### config.mk
export PLATFORM = sky130hd
export DESIGN_NAME = mem_arbiter
export DESIGN_NICKNAME = d
export VERILOG_FILES = /design/src/rtl/mem_arb_pkg.sv /design/src/rtl/mem_arbiter_rr_picker.sv /design/src/rtl/mem_arbiter.sv
export SDC_FILE = /design/constraint.sdc
export NUM_CORES = 1
export LEC_CHECK = 0
export BUFFER_PORTS_ARGS = -buffer_cell sky130_fd_sc_hd__buf_2
export CAP_MARGIN = 20
export CORE_MARGIN = 1
export CORE_UTILIZATION = 45
export CTS_CLUSTER_SIZE = 30
export DETAILED_ROUTE_END_ITERATION = 8
export PLACE_DENSITY = 0.81
export SLEW_MARGIN = 5
export SYNTH_ARGS = -nofsm -noshare
export SYNTH_HDL_FRONTEND = slang
export SYNTH_SLANG_ARGS = --single-unit
### constraint.sdc
create_clock -name clk -period 1.45 [get_ports clk]
set_input_delay 0 -clock clk [delete_from_list [all_inputs] [get_ports clk]]
set_output_delay 0 -clock clk [all_outputs]
set_load 0.005 [all_outputs]
### src/rtl/mem_arb_pkg.sv
// Shared types and constants for the two-port memory arbiter.
package mem_arb_pkg;

    localparam int NUM_REQ    = 2;
    localparam int DEF_ADDR_W = 8;
    localparam int DEF_DATA_W = 8;

    typedef enum logic [1:0] {
        IDLE   = 2'd0,
        ISSUE  = 2'd1,
        RDWAIT = 2'd2
    } state_t;

endpackage

### src/rtl/mem_arbiter_rr_picker.sv
// Combinational two-way round-robin picker: a lone requester always wins,
// a contested round goes to the port that was not granted last time.
module rr_picker
    import mem_arb_pkg::*;
(
    input  logic [NUM_REQ-1:0] req,
    input  logic               last,
    output logic               winner,
    output logic               valid
);

    // Winner selection from the request vector and the last-granted port
    always_comb begin
        valid  = |req;
        winner = 1'b0;
        if (req[0] && req[1]) begin
            winner = ~last;
        end else if (req[1]) begin
            winner = 1'b1;
        end
    end

endmodule

### src/rtl/mem_arbiter.sv
// Two-port arbiter/sequencer in front of a single-ported synchronous memory.
// One access is in flight at a time; read data is captured one cycle after
// the read strobe and returned to the port that issued the read.
module mem_arbiter
    import mem_arb_pkg::*;
#(
    parameter int ADDR_W = DEF_ADDR_W,
    parameter int DATA_W = DEF_DATA_W
) (
    input  logic              clk,
    input  logic              rst,
    input  logic              req0,
    input  logic              req1,
    input  logic              we0,
    input  logic              we1,
    input  logic [ADDR_W-1:0] addr0,
    input  logic [ADDR_W-1:0] addr1,
    input  logic [DATA_W-1:0] wdata0,
    input  logic [DATA_W-1:0] wdata1,
    output logic              gnt0,
    output logic              gnt1,
    output logic              rvalid0,
    output logic              rvalid1,
    output logic [DATA_W-1:0] rdata,
    output logic              busy,
    output logic              MemRead,
    output logic              MemWrite,
    output logic [ADDR_W-1:0] address,
    output logic [DATA_W-1:0] data_in,
    input  logic [DATA_W-1:0] data_out
);

    state_t              r_state;
    logic                r_last;
    logic                r_port;
    logic                r_busy;
    logic [NUM_REQ-1:0]  r_gnt;
    logic [NUM_REQ-1:0]  r_rvalid;
    logic                r_mem_read;
    logic                r_mem_write;
    logic [ADDR_W-1:0]   r_address;
    logic [DATA_W-1:0]   r_data_in;
    logic [DATA_W-1:0]   r_rdata;

    logic                w_winner;
    logic                w_valid;
    logic                w_sel_we;
    logic [ADDR_W-1:0]   w_sel_addr;
    logic [DATA_W-1:0]   w_sel_wdata;

    rr_picker u_picker (
        .req    ({req1, req0}),
        .last   (r_last),
        .winner (w_winner),
        .valid  (w_valid)
    );

    // Command fields of the winning port
    assign w_sel_we    = w_winner ? we1    : we0;
    assign w_sel_addr  = w_winner ? addr1  : addr0;
    assign w_sel_wdata = w_winner ? wdata1 : wdata0;

    // Sequencer: accept in IDLE, strobe for one cycle in ISSUE, capture read data in RDWAIT
    always_ff @(posedge clk) begin
        if (rst) begin
            r_state     <= IDLE;
            r_last      <= 1'b1;
            r_port      <= 1'b0;
            r_busy      <= 1'b0;
            r_gnt       <= '0;
            r_rvalid    <= '0;
            r_mem_read  <= 1'b0;
            r_mem_write <= 1'b0;
            r_address   <= '0;
            r_data_in   <= '0;
            r_rdata     <= '0;
        end else begin
            // Pulses and strobes default low; address/data_in/rdata hold
            r_gnt       <= '0;
            r_rvalid    <= '0;
            r_mem_read  <= 1'b0;
            r_mem_write <= 1'b0;
            case (r_state)
                IDLE: begin
                    if (w_valid) begin
                        r_mem_read        <= ~w_sel_we;
                        r_mem_write       <= w_sel_we;
                        r_address         <= w_sel_addr;
                        r_data_in         <= w_sel_wdata;
                        r_gnt[w_winner]   <= 1'b1;
                        r_last            <= w_winner;
                        r_port            <= w_winner;
                        r_busy            <= 1'b1;
                        r_state           <= ISSUE;
                    end
                end
                ISSUE: begin
                    // The memory performs the access at this closing edge
                    if (r_mem_read) begin
                        r_state <= RDWAIT;
                    end else begin
                        r_busy  <= 1'b0;
                        r_state <= IDLE;
                    end
                end
                RDWAIT: begin
                    r_rdata          <= data_out;
                    r_rvalid[r_port] <= 1'b1;
                    r_busy           <= 1'b0;
                    r_state          <= IDLE;
                end
                default: begin
                    r_busy  <= 1'b0;
                    r_state <= IDLE;
                end
            endcase
        end
    end

    assign gnt0     = r_gnt[0];
    assign gnt1     = r_gnt[1];
    assign rvalid0  = r_rvalid[0];
    assign rvalid1  = r_rvalid[1];
    assign rdata    = r_rdata;
    assign busy     = r_busy;
    assign MemRead  = r_mem_read;
    assign MemWrite = r_mem_write;
    assign address  = r_address;
    assign data_in  = r_data_in;

endmodule

==> results of run 1 <==
==> worst max-delay path, cell delays in order (launching register included) <==
cell and delay (ns):
dfxtp_1 0.39, a21bo_2 0.32, buf_4 0.20, nand2_1 0.07, a311oi_2 0.27
==> timing repair <==
action,4_1_cts,5_1_grt
setup endpoints to repair,0,1
hold buffers,42,0
endpoints found under the hold margin,26,0
gates resized for setup,0,1
==> registers in the layout, summed over array words and instances, names as in the netlist <==
signal	flops
busy	1
MemWrite	1
address	8
MemRead	1
r_gnt	2
data_in	8
r_rvalid	2
r_state	2
r_port	1
rdata	8
r_last	1
==> cell type report <==
type / count / area, µm²
well taps: 44 / 55.1
fillers: 221 / 754
repair buffers: 127 / 868
multi-input cells: 115 / 688
clock inverters: 2 / 35.0
flip-flops and latches: 35 / 701
clock buffers: 6 / 51.3
==> metrics by stage <==
step	hold WS (ns)	cells
after floorplan	0.136	165
after CTS	0.0187	329
after detailed placement	0.247	279
after global routing	0.0204	329
after global placement	0.243	279
final	0.0379	329
==> kinds of logic after synthesis <==
family	Yosys count	synth area share (%)
AOI/OAI and AO/OA	47	25.3
buffers and inverters	15	10.4
DFF	35	45.3
muxes	1	0.647
and+or+nand+nor	67	18.4
==> power by group through the flow <==
stage	sequential [µW]	combinational, µW	clock [µW]
4_1_cts	1060	477	738
2_1_floorplan	1090	261	0
5_1_grt	1080	535	793
6_report	1070	491	724
3_3_place_gp	1080	383	0
3_5_place_dp	1080	391	0
==> synthesized netlist by cell type <==
| library cell | number | area (µm²) |
|---|---|---|
| buf_12 | 1 | 20.0 |
| nor3b_1 | 2 | 15.0 |
| nand2b_1 | 1 | 6.26 |
| a21oi_1 | 26 | 130 |
| a311oi_4 | 1 | 26.3 |
| a21bo_2 | 2 | 20.0 |
| a311oi_2 | 9 | 135 |
| nand2_1 | 51 | 191 |
| buf_4 | 1 | 7.51 |
| and2_4 | 1 | 8.76 |
| nor3_1 | 7 | 35.0 |
| a311oi_1 | 6 | 52.6 |
| mux2i_1 | 1 | 10.0 |
| clkbuf_8 | 7 | 96.3 |
| a21boi_2 | 1 | 11.3 |
| buf_6 | 2 | 22.5 |
| a2bb2oi_1 | 1 | 8.76 |
| nor2b_1 | 1 | 6.26 |
| and3_2 | 1 | 7.51 |
| nor2_1 | 2 | 7.51 |
| o21bai_1 | 1 | 7.51 |
| dfxtp_1 | 35 | 701 |
| or2_1 | 1 | 6.26 |
| clkbuf_1 | 4 | 15.0 |
==> cells in the final DEF (no fill, tap or decap), drive strengths merged <==
master | netlist | routed
and2 | 1 | 1
nor3 | 7 | 7
o21bai | 1 | 1
nand2 | 51 | 51
bufinv | 0 | 1
dlygate4sd3 | 0 | 42
nor3b | 2 | 2
a21bo | 2 | 2
clkbuf | 11 | 6
buf | 4 | 85
nor2b | 1 | 1
clkinv | 0 | 1
a311oi | 16 | 16
and3 | 1 | 1
a2bb2oi | 1 | 1
mux2i | 1 | 1
nand2b | 1 | 1
a21boi | 1 | 1
dfxtp | 35 | 35
nor2 | 2 | 2
a21oi | 26 | 26
or2 | 1 | 1
==> how the worst max path moves through the flow <==
stage	startpoint	end	slack (ns)	cells after the start
2_1_floorplan	r_last$_SDFFE_PP1P_	data_in[4]$_SDFFE_PP0P_	0.26	4
3_3_place_gp	r_last$_SDFFE_PP1P_	address[0]$_SDFFE_PP0P_	0.25	4
3_5_place_dp	r_last$_SDFFE_PP1P_	address[7]$_SDFFE_PP0P_	0.14	4
4_1_cts	r_last$_SDFFE_PP1P_	address[7]$_SDFFE_PP0P_	0.10	4
5_1_grt	r_last$_SDFFE_PP1P_	address[7]$_SDFFE_PP0P_	0.03	4
6_report	r_last$_SDFFE_PP1P_	address[7]$_SDFFE_PP0P_	0.11	4
==> routing by layer <==
layer	vias to the layer above	GRT usage [%]	part of all wire, %
met4	0	13.0	0.90
met2	84	51.0	53
li1	816	-	-
met5	-	0	0
met1	735	27.3	38
met3	4	7.04	7.9
==> results.cfg, run 1 <==
[global_route]
grt_max_degree = 29
grt_pass1_vias = 1580
grt_usage_pct = 27.0
grt_pass1_wl_um = 7070
grt_overflow_total = 0
antenna_found_initial = 0

[worst_setup_path]
rr_startpoint = r_last$_SDFFE_PP1P_
arrival_ns = 1.58
cp-end-kind = flip-flop
ff2ff_setup_slack_ns = 0.11
crit_type = reg2reg
worst_setup_path_start_kind = flip-flop
cp_max_fo = 12
worstPathRequired_ns = 1.69
reg2reg_depth = 4
r2r_end = address[7]$_SDFFE_PP0P_

[route]
wl_per_cell_um = 13.6
num_vias = 1639
routed_wl_um = 4460
drtAntennaViolNets = 0
first_iter_violations = 49
drc_errors = 0
firstDrtPassIters = 4
via_per_inst = 4.98

[clock_network]
post_cts_buffers = 0
clock-root-buffer = clkbuf_4
cts-htree-levels = 2
cts_tree = built
clkSlewWorstSetupHoldPaths_ns = 0.10
clkLatencyLatePin_ns = 0.34
clk_path_buf_depth = 2
clock_sinks = 35
numCtsBuffers = 5

[cells_and_area]
final_nets = 330
diodes = 0
final_layout_size_suffix_gt1_share_pct = 38.2
finalInstanceArea_um2 = 2400
final_core_util_pct = 76.1
area_growth_pct = 55.0

[sta]
worst_slew_pin_slew_ns = 0.622
fmax_mhz = 748
fin_skew_ns = 0.0111
rsz0062_at_grt = false
worst_slack_ns = 0.113
slew_violations = 0
min_period_ns = 1.34
setup_viol = 0
hold_viol = 0
fin_crit_sh_pct = 92.2
fin_setup_tns_ns = 0
slew_headroom_pct = 58.5

[die]
die_w_um = 60.6
core-area_um2 = 3150
die_h_um = 60.6
start_util_pct = 49.1
die_area_um2 = 3680
ioPinCount = 77
fp-row-count = 20

[hold_path]
min_path_type = in2reg
hold_start = req1
min_to = r_last$_SDFFE_PP1P_
hold_path_depth = 3

[power_and_ir_drop]
p_per_area_nw_per_um2 = 952
p_leak_uw = 0.00110
ir_worst_vdd_uv = 611
seq_power_share_pct = 46.8
p_switching_uw = 584
total_power_uw = 2280
combPwrFrac_pct = 21.5
p_int_uw = 1700
p_sw_share_pct = 25.6
power_frac_clock_pct = 31.7

[place]
post_dp_cell_area_um2 = 1890
place_hpwl_um = 2590
port_buffers = 76
dp_slack_ns = 0.136
gp_congestion = 0.725

[job]
maxCapViolCount = 0

[synth]
syn-cell-area_um2 = 1550
mappedNetlistNets = 211
ys_types = 24
ys_seq_area_share_pct = 45.3
yosysWarnings = 0
syn_inst = 165
avgSynthCellArea_um2 = 9.38
ys_ff_latch = 35

[status]
status = completed
Note: power is estimated with default switching activity, not from simulation.
==> run 2: changes to the inputs <==
RECOVER_POWER = 50   (was unset)
==> run 2 against run 1 <==
Cell area is 1.1% lower. Largest power group unchanged. Largest cell class unchanged. Sequential share of layout area is 0.32 points higher. Clock power hardly changed.
==> results.cfg, run 2 (synthesized netlist as in run 1, its figures left out) <==
[die]
fp-row-count = 20
die_h_um = 60.6
die_w_um = 60.6
core-area_um2 = 3150
die_area_um2 = 3680
start_util_pct = 49.1
ioPinCount = 77

[global_route]
grt_use_met2_pct = 51.0
busiest_layer = met2
grt_usage_pct = 27.0
grt_max_degree = 29
met1_usage_pct = 27.3
use_met3_pct = 7.04
grt_overflow_total = 0
grt_pass1_wl_um = 7070
antenna_found_initial = 0
grt_pass1_vias = 1580

[cells_and_area]
fillerInstances = 235
final_layout_size_suffix_gt1_share_pct = 30.9
seq_area_um2 = 701
diodes = 0
final_nets = 330
multi_input_area_um2 = 688
layout_commonest_cell = buf_2
layout_common_cells = buf_2, nand2_1, dlygate4sd3_1, dfxtp_1, a21oi_1
area_growth_pct = 53.3
stdcell_count = 329

[hold_path]
min_path_type = in2reg

[sta]
holdWs_ns = 0.0335
setup_viol = 0
worst_slew_pin_slew_ns = 0.617
fmax_mhz = 747
slew_headroom_pct = 58.9
fin_skew_ns = 0.0107
slew_violations = 0
hold_viol = 0
min_period_ns = 1.34
fin_crit_sh_pct = 92.4
rsz0062_at_grt = false
fin_setup_tns_ns = 0

[place]
port_buffers = 76
gp_congestion = 0.725
place_inst = 279
place_hpwl_um = 2590

[clock_network]
cts-htree-levels = 2
cts_tree = built
post_cts_buffers = 0
clkSlewWorstSetupHoldPaths_ns = 0.10
numCtsBuffers = 5
clock_sinks = 35
clkLatencyLatePin_ns = 0.34
clock-root-buffer = clkbuf_4
clk_path_buf_depth = 2

[route]
first_iter_violations = 49
num_vias = 1645
wl_per_cell_um = 13.6
routed_wl_um = 4480
drc_errors = 0
drtAntennaViolNets = 0
via_per_inst = 5.00
firstDrtPassIters = 4

[worst_setup_path]
cp-end-kind = flip-flop
crit_type = reg2reg
timing.critical_path.cells = a21bo_2 > buf_4 > nand2_1 > a311oi_2
crit_path_max_incr_delay_ns = 0.39
reg2reg_depth = 4
ff2ff_setup_slack_ns = 0.11
arrival_ns = 1.58
crit_start = r_last$_SDFFE_PP1P_
r2r_end = address[7]$_SDFFE_PP0P_
cp_max_fo = 12
slowest_stage = dfxtp_1
worst_setup_path_start_kind = flip-flop
worstPathRequired_ns = 1.69
crit_end = address[7]$_SDFFE_PP0P_
rr_startpoint = r_last$_SDFFE_PP1P_

[power_and_ir_drop]
total_power_uw = 2280
p_per_area_nw_per_um2 = 960
p_leak_uw = 0.00101
ir_worst_vdd_uv = 610

[status]
status = completed

[job]
maxCapViolCount = 0
run 2: changes by cell type in the layout (fill, tap and decap cells not counted), sizes merged:
| cell | before | now |
|---|---|---|
| buf | 85 | 64 |
| clkbuf | 6 | 27 |
run 2: layout make-up:
type | instances | share of cell area, %
Clock buffer | 6 | 2.16
Clock inverter | 2 | 1.48
Multi-Input combinational cell | 115 | 29.0
Sequential cell | 35 | 29.5
Tap cell | 44 | 2.32
Timing Repair Buffer | 127 | 35.5
run 2: per-layer routing:
metal / vias up / routed length (µm)
met1: 743 / 1700
li1: 818 / -
met2: 78 / 2390
met3: 6 / 331
met4: 0 / 49
met5: - / 0
run 2: worst min path at each step:
stage,start,end,depth (start not counted)
2_1_floorplan,data_out[0],rdata[0]$_SDFFE_PP0N_,2
3_3_place_gp,data_out[6],rdata[6]$_SDFFE_PP0N_,3
3_5_place_dp,data_out[0],rdata[0]$_SDFFE_PP0N_,3
4_1_cts,req1,r_last$_SDFFE_PP1P_,3
5_1_grt,req1,r_last$_SDFFE_PP1P_,3
6_report,req1,r_last$_SDFFE_PP1P_,3
run 2: worst max-delay path: cells and delay by family (launching register included):
| family | cells | cell delay [ns] |
|---|---|---|
| compound gates | 2 | 0.59 |
| buf+inv | 1 | 0.20 |
| simple gates | 1 | 0.07 |
| flops | 1 | 0.39 |
run 2: power breakdown:
| part | leakage, µW | internal, µW | switching (µW) | total [µW] |
|---|---|---|---|---|
| combinational | 0.000675 | 257 | 227 | 484 |
| sequential | 0.000288 | 1030 | 41.6 | 1070 |
| clock | 0.0000482 | 407 | 316 | 723 |
| total | 0.00101 | 1690 | 584 | 2280 |
run 2: through the flow:
stage                     setup slack [ns]  utilization [%]  area, µm²
after floorplan                      0.262                -       1550
after global placement               0.246             59.9       1890
after detailed placement             0.136             59.9       1890
after CTS                            0.104             76.0       2400
after global routing                0.0325             75.2       2370
final                                0.111             75.2       2370
run 2: repair_timing:
item,4_1_cts,5_1_grt
hold endpoints to repair,26,0
hold buffers,42,0
endpoints found under the setup margin,0,1
gates resized for setup,0,1
